==> src/rtl/pixel_sensor_controller_pkg.sv <==
// Shared configuration for the pixel-sensor frame sequencer: array geometry,
// default phase lengths, controller state type and timer sizing helper.
package pixel_sensor_controller_pkg;

    localparam int PIXEL_ARRAY_HEIGHT    = 8;
    localparam int DEFAULT_CODE_BITS     = 8;
    localparam int DEFAULT_ERASE_CYCLES  = 5;
    localparam int DEFAULT_EXPOSE_CYCLES = 255;

    typedef enum logic [2:0] {
        S_IDLE,
        S_ERASE,
        S_EXPOSE,
        S_CONVERT,
        S_READ
    } pixel_ctrl_state_t;

    // The timer only ever holds "phase length - 1", so clog2 of the longest phase is enough.
    function automatic int timer_width(input int erase_cycles, input int expose_cycles,
                                       input int code_bits);
        int longest;
        longest = 2 ** (code_bits + 1);
        if (erase_cycles > longest) longest = erase_cycles;
        if (expose_cycles > longest) longest = expose_cycles;
        return $clog2(longest);
    endfunction

endpackage

==> src/rtl/pixel_sensor_phase_timer.sv <==
// Loadable down-counter shared by every timed phase; expired flags the last
// cycle of the phase that was loaded.
module pixel_sensor_phase_timer #(
    parameter int WIDTH = 9
) (
    input  logic             clk,
    input  logic             reset,
    input  logic             load,
    input  logic [WIDTH-1:0] load_value,
    output logic             expired
);

    logic [WIDTH-1:0] count;

    always_ff @(posedge clk or negedge reset) begin
        if (!reset) begin
            count <= '0;
        end else if (load) begin
            count <= load_value;
        end else if (count != '0) begin
            count <= count - 1'b1;
        end
    end

    assign expired = (count == '0);

endmodule

==> src/rtl/pixel_sensor_controller.sv <==
// Frame sequencer: drives ERASE/EXPOSE/RAMP through one conversion cycle,
// owns the COUNTER code bus, then offers rows with a valid/ready handshake.
module pixel_sensor_controller
    import pixel_sensor_controller_pkg::*;
#(
    parameter int CODE_BITS     = DEFAULT_CODE_BITS,
    parameter int ROWS          = PIXEL_ARRAY_HEIGHT,
    parameter int ERASE_CYCLES  = DEFAULT_ERASE_CYCLES,
    parameter int EXPOSE_CYCLES = DEFAULT_EXPOSE_CYCLES,
    localparam int ROW_W        = (ROWS > 1) ? $clog2(ROWS) : 1
) (
    input  logic                 clk,
    input  logic                 reset,
    input  logic                 start,
    output logic                 busy,
    output logic                 ERASE,
    output logic                 EXPOSE,
    output logic                 RAMP,
    output logic [CODE_BITS-1:0] COUNTER,
    output logic [ROW_W-1:0]     row_sel,
    output logic                 row_valid,
    input  logic                 row_ready,
    output logic                 frame_done
);

    localparam int TIMER_W        = timer_width(ERASE_CYCLES, EXPOSE_CYCLES, CODE_BITS);
    localparam int CONVERT_CYCLES = 2 ** (CODE_BITS + 1);
    localparam logic [ROW_W-1:0] LAST_ROW = ROW_W'(ROWS - 1);

    pixel_ctrl_state_t    state;
    logic                 timer_load;
    logic [TIMER_W-1:0]   timer_value;
    logic                 timer_done;

    pixel_sensor_phase_timer #(
        .WIDTH(TIMER_W)
    ) u_phase_timer (
        .clk       (clk),
        .reset     (reset),
        .load      (timer_load),
        .load_value(timer_value),
        .expired   (timer_done)
    );

    // The timer is reloaded on the edge that enters each timed phase.
    always_comb begin
        timer_load  = 1'b0;
        timer_value = '0;
        case (state)
            S_IDLE: begin
                if (start) begin
                    timer_load  = 1'b1;
                    timer_value = TIMER_W'(ERASE_CYCLES - 1);
                end
            end
            S_ERASE: begin
                if (timer_done) begin
                    timer_load  = 1'b1;
                    timer_value = TIMER_W'(EXPOSE_CYCLES - 1);
                end
            end
            S_EXPOSE: begin
                if (timer_done) begin
                    timer_load  = 1'b1;
                    timer_value = TIMER_W'(CONVERT_CYCLES - 1);
                end
            end
            default: begin
            end
        endcase
    end

    always_ff @(posedge clk or negedge reset) begin
        if (!reset) begin
            state      <= S_IDLE;
            busy       <= 1'b0;
            ERASE      <= 1'b0;
            EXPOSE     <= 1'b0;
            RAMP       <= 1'b0;
            COUNTER    <= '0;
            row_sel    <= '0;
            row_valid  <= 1'b0;
            frame_done <= 1'b0;
        end else begin
            frame_done <= 1'b0;
            case (state)
                S_IDLE: begin
                    if (start) begin
                        state <= S_ERASE;
                        busy  <= 1'b1;
                        ERASE <= 1'b1;
                    end
                end
                S_ERASE: begin
                    if (timer_done) begin
                        state  <= S_EXPOSE;
                        ERASE  <= 1'b0;
                        EXPOSE <= 1'b1;
                    end
                end
                S_EXPOSE: begin
                    if (timer_done) begin
                        state   <= S_CONVERT;
                        EXPOSE  <= 1'b0;
                        RAMP    <= 1'b1;
                        COUNTER <= '0;
                    end
                end
                S_CONVERT: begin
                    // RAMP alternates 1/0; the code advances only after the low half.
                    if (timer_done) begin
                        state     <= S_READ;
                        RAMP      <= 1'b0;
                        COUNTER   <= '0;
                        row_valid <= 1'b1;
                        row_sel   <= '0;
                    end else begin
                        RAMP <= ~RAMP;
                        if (!RAMP) begin
                            COUNTER <= COUNTER + 1'b1;
                        end
                    end
                end
                S_READ: begin
                    if (row_ready) begin
                        if (row_sel == LAST_ROW) begin
                            state      <= S_IDLE;
                            busy       <= 1'b0;
                            row_valid  <= 1'b0;
                            row_sel    <= '0;
                            frame_done <= 1'b1;
                        end else begin
                            row_sel <= row_sel + 1'b1;
                        end
                    end
                end
                default: begin
                    state <= S_IDLE;
                end
            endcase
        end
    end

endmodule

==> config.mk <==
export PLATFORM = sky130hd
export DESIGN_NAME = pixel_sensor_controller
export DESIGN_NICKNAME = d
export VERILOG_FILES = /design/src/rtl/pixel_sensor_controller_pkg.sv /design/src/rtl/pixel_sensor_phase_timer.sv /design/src/rtl/pixel_sensor_controller.sv
export SDC_FILE = /design/constraint.sdc
export NUM_CORES = 1
export LEC_CHECK = 0
export BUFFER_PORTS_ARGS = -buffer_cell sky130_fd_sc_hd__buf_2
export CAP_MARGIN = 20
export CORE_MARGIN = 1
export CORE_UTILIZATION = 40
export DETAILED_ROUTE_END_ITERATION = 7
export GPL_TIMING_DRIVEN = 0
export PLACE_DENSITY = 0.69
export SLEW_MARGIN = 40
export SYNTH_ARGS = -nofsm -noshare
export SYNTH_HDL_FRONTEND = slang
export SYNTH_HIERARCHICAL = 1
export SYNTH_SLANG_ARGS = --single-unit
export TNS_END_PERCENT = 30
==> constraint.sdc <==
create_clock -name clk -period 7.15 [get_ports clk]
set_input_delay 0.715 -clock clk [delete_from_list [all_inputs] [get_ports clk]]
set_output_delay 0.715 -clock clk [all_outputs]
set_load 0.02 [all_outputs]
# Word level (Yosys, flattened, before mapping)
# Index checks and enable logic that the tools add are counted.
[word_totals]
word_cells = 82
output_inout_bits = 17
regBits = 29
input_bits = 4
[classes]
n_eq_ne = 12
reduce_logical = 18
add_sub_neg = 3
mux = 38
n_bitwise = 1
[ops]
columns = ["cell", "n"]
rows = [
  ["two-way mux 8 bit", 4],
  ["two-way mux 3 bit", 10],
  ["two-way mux 9 bit", 3],
  ["one-hot mux 9 bit (3 select lines)", 1],
  ["one-hot mux 8 bit (2 select lines)", 1],
  ["one-hot mux 3 bit (5 select lines)", 1],
  ["!= test 2 bit (second input constant)", 6],
  ["one-hot mux 1 bit (2 select lines)", 6],
  ["AND reduction 3 bit", 4],
  ["nonzero test 2 bit", 6],
  ["two-way mux 1 bit", 11],
  ["logical NOT 9 bit", 1],
  ["nonzero test 9 bit", 1],
  ["subtractor 9 x 1 -> 9 bit (second input constant)", 1],
  ["adder 8 x 1 -> 8 bit (second input constant)", 1],
  ["AND reduction 4 bit", 2],
  ["== test 3 x 2 -> 1 bit (second input constant)", 2],
  ["== test 3 bit (second input constant)", 2],
  ["one-hot mux 3 bit (2 select lines)", 1],
  ["AND reduction 6 bit", 1],
  ["adder 3 x 1 -> 3 bit (second input constant)", 1],
  ["== test 3 x 1 -> 1 bit (second input constant)", 1],
  ["logical NOT 3 bit", 1],
  ["!= test 3 bit (second input constant)", 1],
  ["3 further kinds", 3],
]

# Longest topological paths before layout
[logic_depth]
word_depth = 4
mapped_depth = 14
mapped_depth_nobuf = 10

# Modules after synthesis
# Netlist, hierarchy kept.
[by_module_without_submodules]
columns = ["module", "cells_per_inst", "seq_area_each_um2", "area_per_inst_um2", "n_inst"]
rows = [
  ["pixel_sensor_controller", 114, 500.5, 1072.3, 1],
  ["pixel_sensor_phase_timer", 57, 225.2, 534.3, 1],
]

# Worst setup path after synthesis
# No wires, ideal clock.
[synth_path]
path_kind = "register to register"
startpoint = "register u_phase_timer.count[0]"
endpoint = "register u_phase_timer.count[0]"
required_time_ns = 7.056
setup_ns = 0.094
path_stages_with_launch = 15
path_slack_ns = 3.967
t_arrival_ns = 3.089
period_less_slack_ns = 3.183
path_buffers = 5
cell_sequence = "dfrtp_1 -> inv_1 -> ha_1 -> or4b_1 -> buf_2 -> or2_4 -> inv_1 -> clkbuf_1 -> clkbuf_1 -> nand2_1 -> a21oi_1 -> clkbuf_1 -> clkbuf_1 -> nor2_1 -> a221oi_2"
[synth_between]
elab_chain_cells = 4
elab_cells_between_ends = 10
classes_between = "1 x add/sub; 6 x mux; 3 x reduce/logical"
[synth_rtl]
columns = ["item", "line", "source"]
rows = [
  ["start: declaration", "pixel_sensor_phase_timer.sv:13", "logic [WIDTH-1:0] count;"],
  ["start signal: assignment", "pixel_sensor_phase_timer.sv:19", "count <= load_value;"],
  ["start signal: assignment", "pixel_sensor_phase_timer.sv:21", "count <= count - 1'b1;"],
  ["logical NOT 9 bit (*)", "pixel_sensor_phase_timer.sv:25", "assign expired = (count == '0);"],
  ["via timer_done", "pixel_sensor_controller.sv:33", "logic timer_done;"],
  ["two-way mux 1 bit (*)", "pixel_sensor_controller.sv:57, pixel_sensor_controller.sv:63", ""],
  ["one-hot mux 1 bit (2 select lines) (*)", "pixel_sensor_controller.sv:49", "case (state)"],
  ["via timer_load", "pixel_sensor_controller.sv:31", "logic timer_load;"],
  ["two-way mux 9 bit / nonzero test 2 bit (equally long branches)", "n/a", ""],
]
# The timed path passes the listed nets; every way through them passes the cells marked *. The select of a mux whose other input is x is not followed.
# A chain may end at the register's enable or synchronous reset.

# Worst setup path in the final report
# Same ends and word-level chain as after synthesis.

==> impl_summary.log <==
[metrics] routed wl met3: between 100 and 150 um
[metrics] Top cell by count, worst path: clkbuf_1
[metrics] clk sinks: 29
[metrics] Wirelength per Cell: about 13 um
[metrics] number of top-level pins: 21
[metrics] most used flip-flop cell after synthesis: dfrtp_1
[metrics] layout cell share with drive strength beyond 1: 0.201
[metrics] CP required: 7.33 ns
[metrics] Maximum Capacitance Violations: 0
[metrics] number of remaining DRC errors: 0
[metrics] vias: around 1,300
[metrics] yosys warns: 6
[metrics] met2 routed wirelength: 1320 um
[metrics] sequential area share after synthesis: 0.452
[metrics] Post-Route Skew: approximately 0.0084 ns
[metrics] area overhead of the layout relative to synthesis: 15.1%
[metrics] power share of the combinational group: 0.014
[metrics] mean area per synthesized cell: about 9.4 sq um
[metrics] PD cells: approximately 160 nW/um^2
[metrics] cell type contributing the most total cell area after synthesis: dfrtp_1
[metrics] type of the worst setup path: flip-flop to flip-flop
[metrics] critical path peak fanout: 10
[metrics] endpoint kind of the worst setup timing path: flip-flop
[metrics] Routed met1 length: roughly 1600 um
[metrics] Yosys reg bits: 29
[metrics] internal power of the cells: approximately 230 uW
[metrics] outcome: complete, no violations
[metrics] total of fill cells in the finished design: 361
[metrics] number of pins exceeding their max-slew limit in the final report: 0
[metrics] share of the synthesized area in the top cell type: 0.452
[metrics] largest net degree at the start of global routing: 30
[metrics] via count of the first global-routing pass: around 1,200
[metrics] top-count cell post-synth: dfrtp_1
[metrics] antenna violations before repair: 0
[metrics] DIE AREA: approximately 4300 sq um
[metrics] Pleak: between 0.8 and 0.9 nW
[metrics] total track usage: 0.170
[metrics] kind of start point of the critical path: flip-flop
[metrics] uppermost layer routed: met4
[metrics] Die Span Y: around 65 um
[metrics] Clock Tree Buf Depth: 2
[metrics] global-route wire length before repair: about 5500 um
[metrics] clock tree from TritonCTS: done
[metrics] net count of the finished layout: approximately 210
[metrics] antenna diode count: 0
[metrics] number of buffers created by CTS: 5
[metrics] vias per inst: between 5 and 6
[metrics] library cell contributing the largest single delay on the critical path: or4b_1
[metrics] post-route worst hold slack: between 0.4 and 0.5 ns
[metrics] half-perimeter wire length after detailed placement: around 2200 um
[metrics] Detailed Routing Iterations Pass 1: 4
[metrics] Clk pwr share: 0.434
[metrics] achievable frequency: 268 MHz
[metrics] switching power: between 60 and 70 uW
[metrics] starting density of the core: 0.429
[metrics] total congestion overflow: 0
[metrics] final worst path period need: 3.73 ns
[metrics] synthesized instance count: around 170
[metrics] hold-fix buffer count after cts: 0
[metrics] sequence of cells on the critical path: inv_1 > ha_1 > or4b_1 > buf_2 > or2_4 > inv_1 > clkbuf_1 > clkbuf_1 > nand2_1 > a21oi_1 > clkbuf_1 > clkbuf_1 > nor2_1 > a221oi_2
[metrics] share of the clock period used by the worst path after layout: 0.521
[metrics] proportion of power drawn by flip-flops and latches: 0.552
[metrics] Final ANT Viol Nets: 0
[metrics] final routed wirelength across all metal layers: between 3000 and 4000 um
[metrics] number of design-rule violations left by the first detailed-router iteration: 65
[metrics] final-layout setup total negative slack: 0 ns
[metrics] biggest area contributors in the synthesized netlist: dfrtp_1, nand2_1, o21ai_0, ha_1, nor2_1
[metrics] count of input and output buffers: 20
[metrics] maximum level of the CTS H-tree: 2
[metrics] final RePlAce weighted congestion: between 0.8 and 0.9
[metrics] Die X: 65.4 um
[metrics] row count: 22
[metrics] post-synth net total: between 150 and 200
[metrics] Post-Syn Area: between 1500 and 2000 sq um
[metrics] core area: 3740 sq um
[metrics] Arr. time, crit path: about 3.9 ns
[metrics] slew margin rel.: 0.575
[metrics] CTS resizes: 0
[metrics] post-synthesis async set-or-reset flop share: 1.00
[metrics] RSZ-0062 raised after global routing: false
[metrics] leading cell types by count after synthesis: dfrtp_1, nand2_1, nor2_1, o21ai_0, a21oi_1
[metrics] fraction of power spent switching nets: 0.220
[metrics] maximum vdd drop: roughly 0.11 mV
[metrics] root buffer selected by CTS: clkbuf_8
[metrics] post-synth cell types: 43
[metrics] worst hold path class: primary input to async pin
[metrics] actual transition at the worst max-transition pin: approximately 0.64 ns
[metrics] Clk Latency, worst-skew pair: roughly 0.28 ns
[metrics] number of flops mapped to enable cells by yosys: 0
[metrics] number of failing setup endpoints in the final timing report: 0
[metrics] final hold violations: 0
[metrics] clock slew at the register clock pins of the worst setup and hold paths: roughly 0.070 ns
[metrics] fin util: 0.494
[metrics] CP max stage delay: 0.43 ns
[metrics] setup bufs post-CTS: 0
[metrics] post-route total power: 297 uW
layer usage:
layer  global-route usage  vias to the layer above
li1                     -                      672
met1                0.234                      594
met2                0.246                       22
met3               0.0469                        6
met4               0.0761                        0
met5                    0                        -
critical path: cells and delay by family (launching register included):
kind,cells,cell delay [ns]
AO/OA/AOI/OAI,2,0.41
adder cells (fa/ha/maj),1,0.22
buffers and inverters,7,1.69
flip-flops,1,0.40
AND/OR/NAND/NOR,4,0.92
path summary, 6_finish.rpt:
check                                       start                     end  slack, ns  cells after the start
min reg2reg                                 ERASE                   ERASE       0.52                      2
min in group clk                            ERASE                   ERASE       0.52                      2
min                                         reset              COUNTER[5]       0.45                      1
max reg2reg                u_phase_timer/count[0]  u_phase_timer/count[0]       3.42                     14
max                        u_phase_timer/count[0]  u_phase_timer/count[0]       3.42                     14
max in group asynchronous                   reset  u_phase_timer/count[1]       6.28                      1
area by class of cell:
cell class	count	area [sq um]	share of cell area
Buffer	10	56.3	0.0304
Clock buffer	6	72.6	0.0392
Clock inverter	2	10.0	0.00541
Inverter	6	22.5	0.0122
Multi-Input combinational cell	126	802	0.434
Sequential cell	29	726	0.392
Tap cell	48	60.1	0.0325
Timing Repair Buffer	20	100	0.0541
layout by cell type (no fill, tap or decap), drive strengths merged, types with 6 or more instances in the layout:
master,instances
buf,25
nor2,13
dfrtp,29
clkbuf,11
nand2,19
inv,6
o21ai,13
nor3,8
a21oi,9
power by group through the flow:
stage	logic, mW	clock network (mW)	registers, mW
floorplan	0.0000267	0	0.167
global placement	0.00456	0	0.167
detailed placement	0.00457	0	0.167
CTS	0.00460	0.133	0.164
global route	0.00523	0.141	0.164
finish	0.00423	0.129	0.164
state kept, by name (all words and copies together), names as in the netlist, 3 cells and up:
register             flops
state                    3
u_phase_timer/count      9
row_sel                  3
COUNTER                  8
through the flow:
| step | cell area [sq um] | instances | setup slack (ns) |
|---|---|---|---|
| 6_report | 1850 | 247 | 3.42 |
| 5_1_grt | 1850 | 247 | 3.03 |
| 4_1_cts | 1850 | 247 | 3.41 |
| 3_5_place_dp | 1770 | 239 | 3.42 |
| 3_3_place_gp | 1770 | 239 | 3.39 |
| 2_1_floorplan | 1610 | 171 | 3.97 |
cell families after synthesis:
logic type	synth area share
simple gates	0.231
compound gates	0.180
flops	0.452
buf+inv	0.0491
xor+xnor	0.0436
fa+ha+maj	0.0312
mux	0.0140
Power figures use the tool's default switching activity.
